`src/rtl/bsg_fpu_f2i_arbiter.sv`:
```
// Round-robin arbiter feeding one shared FP16-to-int16 converter through a 2-stage pipeline.
// Optional sticky invalid flag: define BSG_FPU_F2I_ARB_STICKY_EN.
module bsg_fpu_f2i_arbiter #(
  parameter int unsigned num_req_p   = 2,
  parameter int unsigned tag_width_p = 4
) (
  input  logic                               clk_i,
  input  logic                               reset_n_i,
  input  logic [num_req_p-1:0]               v_i,
  input  logic [16*num_req_p-1:0]            a_i,
  input  logic [num_req_p-1:0]               signed_i,
  input  logic [tag_width_p*num_req_p-1:0]   tag_i,
  output logic [num_req_p-1:0]               ready_o,
  output logic                               v_o,
  output logic [15:0]                        z_o,
  output logic                               invalid_o,
  output logic [$clog2(num_req_p)-1:0]       id_o,
  output logic [tag_width_p-1:0]             tag_o,
  input  logic                               yumi_i
`ifdef BSG_FPU_F2I_ARB_STICKY_EN
  ,
  input  logic                               clear_sticky_i,
  output logic                               sticky_invalid_o
`endif
);

  localparam int unsigned id_w = $clog2(num_req_p);

  logic                   s1_v;
  logic [15:0]            s1_a;
  logic                   s1_signed;
  logic [tag_width_p-1:0] s1_tag;
  logic [id_w-1:0]        s1_id;
  logic [id_w-1:0]        prio_q;

  logic                   move;
  logic                   s1_free;
  logic                   accept;
  logic                   found;
  logic [num_req_p-1:0]   grant;
  logic [id_w-1:0]        grant_id;

  // S1 advances whenever S2 is empty or being consumed this cycle.
  assign move    = s1_v & (~v_o | yumi_i);
  assign s1_free = ~s1_v | move;
  assign ready_o = (s1_free && reset_n_i) ? grant : '0;
  assign accept  = |ready_o;

  // Round-robin search starting at prio_q.
  always_comb begin : rr_pick
    int unsigned k;
    k        = 0;
    found    = 1'b0;
    grant    = '0;
    grant_id = '0;
    for (int unsigned i = 0; i < num_req_p; i++) begin
      k = 32'(prio_q) + i;
      if (k >= num_req_p) k = k - num_req_p;
      if (!found && v_i[id_w'(k)]) begin
        found               = 1'b1;
        grant[id_w'(k)]     = 1'b1;
        grant_id            = id_w'(k);
      end
    end
  end

  logic        cv_sgn;
  logic        cv_nan;
  logic [4:0]  cv_exp;
  logic [10:0] cv_sig;
  logic [31:0] cv_mag;
  logic [15:0] cv_z;
  logic        cv_inv;

  // Truncating converter; magnitude = {1,mant} scaled by exp-25.
  always_comb begin : conv
    cv_sgn = s1_a[15];
    cv_exp = s1_a[14:10];
    cv_sig = {1'b1, s1_a[9:0]};
    cv_nan = (s1_a[9:0] != 10'd0);
    cv_mag = '0;
    cv_z   = '0;
    cv_inv = 1'b0;
    if (cv_exp >= 5'd25)      cv_mag = 32'(cv_sig) << (cv_exp - 5'd25);
    else if (cv_exp >= 5'd15) cv_mag = 32'(cv_sig) >> (5'd25 - cv_exp);

    if (cv_exp == 5'd31) begin
      cv_inv = 1'b1;
      if (s1_signed) cv_z = (cv_sgn && !cv_nan) ? 16'h8000 : 16'h7fff;
      else           cv_z = (cv_sgn && !cv_nan) ? 16'h0000 : 16'hffff;
    end else if (s1_signed) begin
      if (!cv_sgn && cv_mag > 32'd32767) begin
        cv_z   = 16'h7fff;
        cv_inv = 1'b1;
      end else if (cv_sgn && cv_mag > 32'd32768) begin
        cv_z   = 16'h8000;
        cv_inv = 1'b1;
      end else begin
        cv_z = cv_sgn ? 16'(~cv_mag[15:0] + 16'd1) : cv_mag[15:0];
      end
    end else if (cv_sgn && cv_mag != 32'd0) begin
      cv_z   = 16'h0000;
      cv_inv = 1'b1;
    end else begin
      cv_z = cv_mag[15:0];
    end
  end

  always_ff @(posedge clk_i or negedge reset_n_i) begin
    if (!reset_n_i) begin
      s1_v      <= 1'b0;
      s1_a      <= '0;
      s1_signed <= 1'b0;
      s1_tag    <= '0;
      s1_id     <= '0;
      prio_q    <= '0;
      v_o       <= 1'b0;
      z_o       <= '0;
      invalid_o <= 1'b0;
      id_o      <= '0;
      tag_o     <= '0;
    end else begin
      if (accept) begin
        s1_v      <= 1'b1;
        s1_a      <= a_i[32'(grant_id)*16 +: 16];
        s1_signed <= signed_i[grant_id];
        s1_tag    <= tag_i[32'(grant_id)*tag_width_p +: tag_width_p];
        s1_id     <= grant_id;
        prio_q    <= (grant_id == id_w'(num_req_p - 1)) ? '0 : grant_id + 1'b1;
      end else if (move) begin
        s1_v <= 1'b0;
      end

      if (move) begin
        v_o       <= 1'b1;
        z_o       <= cv_z;
        invalid_o <= cv_inv;
        id_o      <= s1_id;
        tag_o     <= s1_tag;
      end else if (yumi_i) begin
        v_o <= 1'b0;
      end
    end
  end

`ifdef BSG_FPU_F2I_ARB_STICKY_EN
  // Accumulates invalid results as they are consumed; clear has priority.
  always_ff @(posedge clk_i or negedge reset_n_i) begin
    if (!reset_n_i)                        sticky_invalid_o <= 1'b0;
    else if (clear_sticky_i)               sticky_invalid_o <= 1'b0;
    else if (yumi_i && v_o && invalid_o)   sticky_invalid_o <= 1'b1;
  end
`endif

endmodule

```
`config.mk`:
```
export PLATFORM = sky130hd
export DESIGN_NAME = bsg_fpu_f2i_arbiter
export DESIGN_NICKNAME = d
export VERILOG_FILES = /design/src/rtl/bsg_fpu_f2i_arbiter.sv
export SDC_FILE = /design/constraint.sdc
export NUM_CORES = 1
export LEC_CHECK = 0
export BUFFER_PORTS_ARGS = -buffer_cell sky130_fd_sc_hd__buf_2
export CAP_MARGIN = 10
export CELL_PAD_IN_SITES_DETAIL_PLACEMENT = 1
export CELL_PAD_IN_SITES_GLOBAL_PLACEMENT = 1
export CORE_MARGIN = 3
export CORE_UTILIZATION = 39
export DETAILED_ROUTE_END_ITERATION = 7
export GPL_ROUTABILITY_DRIVEN = 0
export GPL_TIMING_DRIVEN = 0
export HOLD_SLACK_MARGIN = 0.1
export PLACE_DENSITY = 0.87
export SKIP_CTS_REPAIR_TIMING = 1
export SLEW_MARGIN = 20
export SYNTH_ARGS = -nofsm -noshare
export SYNTH_HDL_FRONTEND = slang
export SYNTH_SLANG_ARGS = --single-unit
```
`constraint.sdc`:
```
create_clock -name clk_i -period 4.3 [get_ports clk_i]
set_input_delay 0.86 -clock clk_i [delete_from_list [all_inputs] [get_ports clk_i]]
set_output_delay 0.86 -clock clk_i [all_outputs]
set_load 0.005 [all_outputs]
```
# == Word level (Yosys, flattened, before mapping) ==
# Cells that the tools add are included.
# W data, S select, Z words.
# classes
add_sub_neg,7
magnitude_cmp,11
eq_ne,1
shifts,4
n_mux,39
bitwise,7
reduce_logical,16
# ops
operator,n
$mux W16,9
$mux W32,2
$gt A32 B15 Y1 const B,1
$gt A32 B16 Y1 const B,1
$reduce_bool A32 Y1,1
$shiftx A32 B6 Y16,1
$shl A11 B5 Y32,1
$shr A11 B5 Y32,1
$mux W1,23
$add A16 B1 Y16 const B,1
$not A16 Y16,1
$reduce_bool A10 Y1,1
$logic_and A1 B1 Y1,8
$shiftx A8 B4 Y4,1
$lt A1 B2 Y1 const B,3
$mux W2,3
$eq A5 B5 Y1 const B,1
$ge A5 B4 Y1 const B,1
$ge A5 B5 Y1 const B,1
$sub A5 B5 Y5 const A,1
$sub A5 B5 Y5 const B,1
$reduce_bool A2 Y1,2
$logic_not A1 Y1,3
$add A1 B1 Y2 const B,1
11 further kinds,16
# word_totals
reg_bits,47
in_bits,47
wordCells,96

# == Logic depth before layout (Yosys ltp) ==
# Gate-level depths: netlist (run 1).
# depth
ltp_word,12
ltp_mapped,20

# == Least setup slack after synthesis (run 1) ==
# OpenSTA, ideal clock, no wires.
# synth_timing
kind,register to register
from,reg s1_a[11]
to,reg z_o[6]
setup_time_ns,0.074
arrival_time_ns,3.907
required_time_ns,4.226
slack_ns,0.319
stages_incl_launch_ff,20
path_buffers,4
cell_sequence,dfrtp_1 buf_4 buf_4 inv_1 ha_1 ha_1 buf_2 inv_1 clkbuf_1 nor2_1 a22o_1 inv_1 ha_1 a21boi_0 and4_1 nand4bb_1 o21ai_0 nand3b_4 mux2_2 a21oi_2
# synth_via
elab_chain_cells,11
# synth_lines
element,line_no,text
from (decl),30,logic [15:0] s1_a;
from (signal assigned),125,s1_a <= a_i[32'(grant_id)*16 +: 16];
$sub A5 B5 Y5,85,else if (cv_exp >= 5'd15) cv_mag = 32'(cv_sig) >> (5'd25 - cv_exp);
$shr A11 B5 Y32,85,
$mux W32,85,
$mux W32,84,if (cv_exp >= 5'd25) cv_mag = 32'(cv_sig) << (cv_exp - 5'd25);
$not A16 Y16,99,cv_z = cv_sgn ? 16'(~cv_mag[15:0] + 16'd1) : cv_mag[15:0];
$add A16 B1 Y16,99,
$mux W16,99,
$mux W16,95,end else if (cv_sgn && cv_mag > 32'd32768) begin
$mux W16,92,if (!cv_sgn && cv_mag > 32'd32767) begin
$mux W16,91,end else if (s1_signed) begin
$mux W16 (*),87,if (cv_exp == 5'd31) begin
to (signal assigned),136,z_o <= cv_z;
to (decl),15,"output logic [15:0] z_o,"
# Every way passes the cells marked *; elsewhere a longest branch is shown, timed or not.
# A chain may end at the register's enable or synchronous reset.

# == Worst setup path after layout (run 1) ==
# layout_timing
from,reg s1_a[10]
to,reg z_o[4]
# Same word-level chain as after synthesis.

==> run summary, run 1 <==
combinational power share: 74.4%
number of diodes: 0
number of hold violations in the final report: 0
Worst-path clk slew: 0.10 ns
commonest non-fill, non-tap cells in the layout: nand2_1, buf_2, dfrtp_1, nor2_1, o21ai_0
wl on met1: 6660 um
WS Path Type: register to register
RSZ-0062 raised after global routing: false
final wirelength: 15,700 um
maximum VDD drop: 0.235 mV
Area Overhead vs Synth: 16.9%
clock power share: 7.5%
initial antenna violation count: 0
largest net degree at the start of global routing: 49
Pwr Density: 785 nW/um^2
leak pwr: 2.22 nW
vias in the first global route: 4,924
DRT iter0 DRCs: 435
fraction of registers with async set/reset: 100%
YS warnings: 0
final worst setup slack: 0.143 ns
chip width: 112 um
final setup vio count: 0
TritonCTS clock tree: built
critical-path maximum fanout: 10
share of post-route cells with drive strength above 1: 24.0%
Post-Place Worst Slack: -0.708 ns
average size of a mapped cell: 8.05 um^2
final instance area: 5080 um^2
Max Fclk: 0.241 GHz
DR vias/cell: 6.23
Post-Route Skew: 0.00666 ns
root buf cell: clkbuf_8
sequential power share: 18.1%
Net Sw Frac: 52.5%
CP Launch Type: register
synthesized flop and latch total: 47
Netlist cell types: 77
min-delay worst type: register to register
commonest non-fill, non-tap cell in the layout: nand2_1
number of flops mapped to enable cells by yosys: 0
fin crit share: 96.7%
CTS buffer count: 5
Mapped Cells: 540
fin nets: 680
Top Ports: 72
# DRC: 0
R2R depth: 17
Int Power: 1.90 mW
clk sinks: 47
Final min period: 4.16 ns
CTS H-tree depth: 2
Final Max Tran Viols: 0
hold path cells: 2
Starting Density: 41.0%
clk buf depth: 2
CP endpoint kind: register
outcome: completed
worst skew pair latency: 0.32 ns
worst-margin pin slew: 0.720 ns
Seq/Total Area, Yosys: 27.1%
Top Metal Used: met4
GR Util All Layers: 24.6%
overall power: 3.99 mW
Post-DP Area: 4870 um^2
Die Ht: 112 um
hold_ws: 0.475 ns
Cell Rows: 37
Mapped Area: 4350 um^2
global-route wire length before repair: 25,300 um
Syn Nets: 596
Rel. slew slack: 51.7%
Core Box Area: 10,600 um^2
WL/cell: 20.6 um
placed cells: 747
met3 WL post-DR: 857 um
number of max-cap violations: 0
Die ar.: 12,500 um^2
hpwl dp: 11,800 um
total gr overflow: 0
antenna viol nets, final: 0
sw power: 2.09 mW
crit path DAT: 4.41 ns
first-pass detailed-route iteration total: 5
Top FF cell, synth: dfrtp_1
wire length on met2: 7530 um
non-filler cells, final: 761
number of port buffers: 71
via count: 4,739
critical path data required time: 4.55 ns
## cells by family (layout without fill, tap and decap cells)
group / after synthesis / count (layout) / share of synthesized area (%)
AND/OR/NAND/NOR: 214 / 214 / 23.8
AO/OA/AOI/OAI: 162 / 162 / 26.6
buffers and inverters: 56 / 141 / 5.64
flip-flops: 47 / 47 / 27.1
multiplexers: 40 / 40 / 11.6
XOR/XNOR: 12 / 12 / 2.76
adder cells (fa/ha/maj): 9 / 9 / 2.59
## state kept, by name, indices dropped and copies added, names as in the netlist
name	flops
prio_q	1
s1_v	1
v_o	1
z_o	16
invalid_o	1
id_o	1
s1_tag	4
s1_signed	1
s1_a	16
s1_id	1
tag_o	4
## power by group through the flow
stage | Clock, mW | Sequential, mW | Combinational [mW]
2_1_floorplan | 0 | 0.719 | 1.95
3_3_place_gp | 0 | 0.714 | 2.62
3_5_place_dp | 0 | 0.728 | 2.73
4_1_cts | 0.300 | 0.722 | 2.75
5_1_grt | 0.321 | 0.749 | 3.22
6_report | 0.300 | 0.721 | 2.97
## synth_stat cells (4+ instances only)
library cell,n,area (um^2)
and2_1,10,62.6
ha_1,9,113
a21oi_1,23,115
nand3_1,12,60.1
a22oi_1,16,120
nand4_1,12,75.1
nand2b_1,7,43.8
a32oi_1,6,52.6
and3_1,5,31.3
a221o_1,7,70.1
xor2_1,7,61.3
o22ai_1,4,25.0
o21ai_0,39,195
nor2_1,42,158
mux2i_1,21,210
a31oi_1,10,62.6
dfrtp_1,47,1180
a211oi_1,6,45.0
buf_2,7,35.0
clkbuf_1,27,101
a21o_1,4,30.0
mux2_2,12,135
mux4_2,7,158
inv_1,15,56.3
o21a_1,7,52.6
nor3_1,16,80.1
o211ai_1,4,30.0
nand2_1,87,327
## routing by layer
metal	up-vias	GRT usage, %
met5	-	0
met4	0	9.73
met3	41	3.70
met2	204	42.0
met1	2335	31.3
li1	2159	-
## per-stage QoR
stage	TNS, ns	util, %
5_1_grt	0	47.9
3_3_place_gp	-6.65	46.0
6_report	0	47.9
4_1_cts	-11.53	46.8
3_5_place_dp	-10.10	46.0
2_1_floorplan	0	-
## critical path: stages, from the launching register on
cell and delay, ns:
dfrtp_2 0.44, buf_6 0.16, inv_6 0.11, ha_2 0.27, buf_2 0.19, clkbuf_4 0.21
buf_2 0.20, and3_1 0.24, a22o_1 0.24, inv_1 0.10, ha_2 0.21, a21boi_2 0.20
and4_4 0.30, nand4bb_4 0.16, o211ai_1 0.31, nand4_1 0.31, and3_1 0.27, nor3b_2 0.14
## worst paths after layout
check	startpoint	slack [ns]	to
max	s1_a[10]$_DFFE_PN0P_	0.14	z_o[4]$_DFFE_PN0P_
min	tag_o[3]$_DFFE_PN0P_	0.47	tag_o[3]$_DFFE_PN0P_
max reg2reg	s1_a[10]$_DFFE_PN0P_	0.14	z_o[4]$_DFFE_PN0P_
min reg2reg	tag_o[3]$_DFFE_PN0P_	0.47	tag_o[3]$_DFFE_PN0P_
max in group asynchronous	reset_n_i	3.31	s1_a[10]$_DFFE_PN0P_
min in group asynchronous	reset_n_i	0.53	z_o[3]$_DFFE_PN0P_
## cell type report
class	instances	area [um^2]
Fill cell	1308	5520
Sequential cell	47	1180
Inverter	16	68.8
Timing Repair Buffer	78	410
Buffer	39	201
Clock buffer	5	68.8
Clock inverter	3	22.5
Multi-Input combinational cell	437	2960
Tap cell	136	170
Note: power is estimated with default switching activity, not from simulation.
==> inputs of run 2 (changes only) <==
--- a/config.mk
+++ b/config.mk
@@ -16,6 +16,8 @@
 export GPL_TIMING_DRIVEN = 0
 export HOLD_SLACK_MARGIN = 0.1
 export PLACE_DENSITY = 0.87
+export REMOVE_ABC_BUFFERS = 1
+export SETUP_SLACK_MARGIN = 0.3
 export SKIP_CTS_REPAIR_TIMING = 1
 export SLEW_MARGIN = 20
 export SYNTH_ARGS = -nofsm -noshare
==> run summary, run 2 (synthesis results as in run 1) <==
Hold Crit Start: s1_tag[2]$_DFFE_PN0P_
Worst Path Buf+Inv: 2 (-4)
Final min period: 3.97 ns (-0.190 ns)
crit path DAT: 4.21 ns (-0.20 ns)
critical path data required time: 4.54 ns (about the same)
CP Launch Type: register
worst-margin pin slew: 0.856 ns (+0.136 ns)
Starting Density: 41.0% (unchanged)
Crit path largest cell delay: 0.47 ns (+0.03 ns)
clk buf depth: 2 (unchanged)
critical-path maximum fanout: 5 (-5)
leak pwr: 2.19 nW (-1.4%)
total gr overflow: 0 (unchanged)
Area Overhead vs Synth: 17.8%
hpwl dp: 10,600 um (-9.9%)
final wirelength: 15,600 um (-0.17%)
outcome: completed
Die Ht: 112 um (unchanged)
maximum VDD drop: 0.276 mV (+17%)
Rel. slew slack: 43.0% (-8.7 points)
Fillers: 1,287 (-1.6%)
first-pass detailed-route iteration total: 5 (unchanged)
number of hold violations in the final report: 0 (unchanged)
TritonCTS clock tree: built
RSZ-0062 raised after global routing: false
Fin Setup TNS: 0 ns (unchanged)
placed cells: 709 (-5.1%)
worst skew pair latency: 0.32 ns (about the same)
# DRC: 0 (unchanged)
number of diodes: 0 (unchanged)
CP top delay family: simple AND/OR/NAND/NOR gates
final instance area: 5120 um^2 (+0.76%)
Final Util: 48.3% (+0.37 points)
CTS H-tree depth: 2 (unchanged)
multi-input gate area in the final layout: 3060 um^2 (+3.4%)
WL/cell: 21.3 um (+3.6%)
clk sinks: 47 (unchanged)
Top Ports: 72 (unchanged)
CP Depth: 16 (-1)
Core Box Area: 10,600 um^2 (unchanged)
biggest registers after layout: s1_a (16), z_o (16)
final worst setup slack: 0.333 ns (+0.190 ns)
hold_ws: 0.480 ns (+0.00534 ns)
initial antenna violation count: 0 (unchanged)
reg-to-reg startpoint: s1_a[11]$_DFFE_PN0P_
hold path cells: 2 (unchanged)
via count: 4,740 (+0.021%)
vias in the first global route: 4,734 (-3.9%)
DRT iter0 DRCs: 466 (+7.1%)
GR Util All Layers: 23.2% (-1.4 points)
register area: 1180 um^2 (+0.64%)
global-route wire length before repair: 24,000 um (-5.0%)
Worst-path clk slew: 0.10 ns (about the same)
root buf cell: clkbuf_8
final setup vio count: 0 (unchanged)
Die ar.: 12,500 um^2 (unchanged)
crit path cell chain: clkinvlp_4 -> ha_4 -> xor2_1 -> nor2_1 -> a211o_1 -> o21ai_0 -> a22o_1 -> inv_1 -> ha_2 -> a21boi_2 -> and4_4 -> nand4bb_4 -> o211ai_1 -> nand4_1 -> and3_4 -> nor3b_2
Final Max Tran Viols: 0 (unchanged)
antenna viol nets, final: 0 (unchanged)
overall power: 4.16 mW (+4.1%)
worst r2r dst: z_o[4]$_DFFE_PN0P_
Crit-path slowest cell: dfrtp_4
commonest non-fill, non-tap cell in the layout: nand2_1
Endpoint, Worst Hold: s1_tag[2]$_DFFE_PN0P_
fin nets: 652 (-4.1%)
Max Fclk: 0.252 GHz (+4.8%)
CP endpoint kind: register
share of post-route cells with drive strength above 1: 27.1% (+3.1 points)
Post-Route Skew: 0.0171 ns (+0.0105 ns)
CTS buffer count: 5 (unchanged)
Cell Rows: 37 (unchanged)
fin crit share: 92.3% (-4.4 points)
Post-Place Worst Slack: -1.21 ns (-0.506 ns)
largest net degree at the start of global routing: 49 (unchanged)
commonest non-fill, non-tap cells in the layout: nand2_1, buf_2, dfrtp_1, nor2_1, o21ai_0
FF-to-FF setup slack: 0.33 ns (+0.19 ns)
Post-DP Area: 4730 um^2 (-2.9%)
R2R depth: 16 (-1)
WS Path Type: register to register
DR vias/cell: 6.47 (+3.8%)
number of port buffers: 71 (unchanged)
min-delay worst type: register to register
chip width: 112 um (unchanged)
Pwr Density: 812 nW/um^2 (+3.4%)
number of max-cap violations: 0 (unchanged)
non-filler cells, final: 733 (-3.7%)
==> run 2: cell count changes in the layout (fill, tap and decap cells not counted), sizes merged <==
cell      previous run  this run
clkbuf              33         5
bufinv               0         1
clkinv               2         0
clkinvlp             1         3
inv                 16        15
==> run 2: final cells by class <==
cell class	count	share of cell area, %
repair buffers	89	10.1
well taps	136	3.32
clock inverters	3	0.904
multi-input cells	437	59.8
flip-flops and latches	47	23.1
clock buffers	5	1.34
inverters	16	1.32
==> run 2: worst register-to-register path, delay by kind of cell, from the launching register on <==
family | cells | cell delay, ns
and+or+nand+nor | 6 | 1.41
AOI/OAI and AO/OA | 5 | 1.03
xor gates and xnor gates | 1 | 0.20
adders and majority gates | 2 | 0.50
DFF | 1 | 0.47
buffers and inverters | 2 | 0.32
==> run 2: how the worst max path moves through the flow <==
stage	start	endpoint	slack [ns]
after floorplan	s1_a[10]$_DFFE_PN0P_	z_o[8]$_DFFE_PN0P_	-0.43
after global placement	reset_n_i	s1_tag[3]$_DFFE_PN0P_	-1.59
after detailed placement	s1_a[10]$_DFFE_PN0P_	z_o[8]$_DFFE_PN0P_	-1.21
after CTS	s1_a[10]$_DFFE_PN0P_	z_o[1]$_DFFE_PN0P_	-1.30
after global routing	s1_a[11]$_DFFE_PN0P_	z_o[4]$_DFFE_PN0P_	0.23
final	s1_a[11]$_DFFE_PN0P_	z_o[4]$_DFFE_PN0P_	0.33
==> run 2: routing by layer <==
metal	global-route usage [%]	vias up	part of all wire, %
met3	2.99	65	6.9
met2	40.0	257	49
met4	9.33	0	3.8
li1	-	2100	-
met5	0	-	0
met1	29.4	2318	40
==> run 2: where the power goes <==
group	switching (mW)	internal (mW)	leakage, nW	total, mW
logic	1.73	1.22	1.57	2.96
registers	0.238	0.614	0.569	0.853
clock network	0.169	0.175	0.0548	0.345
total	2.14	2.01	2.19	4.16
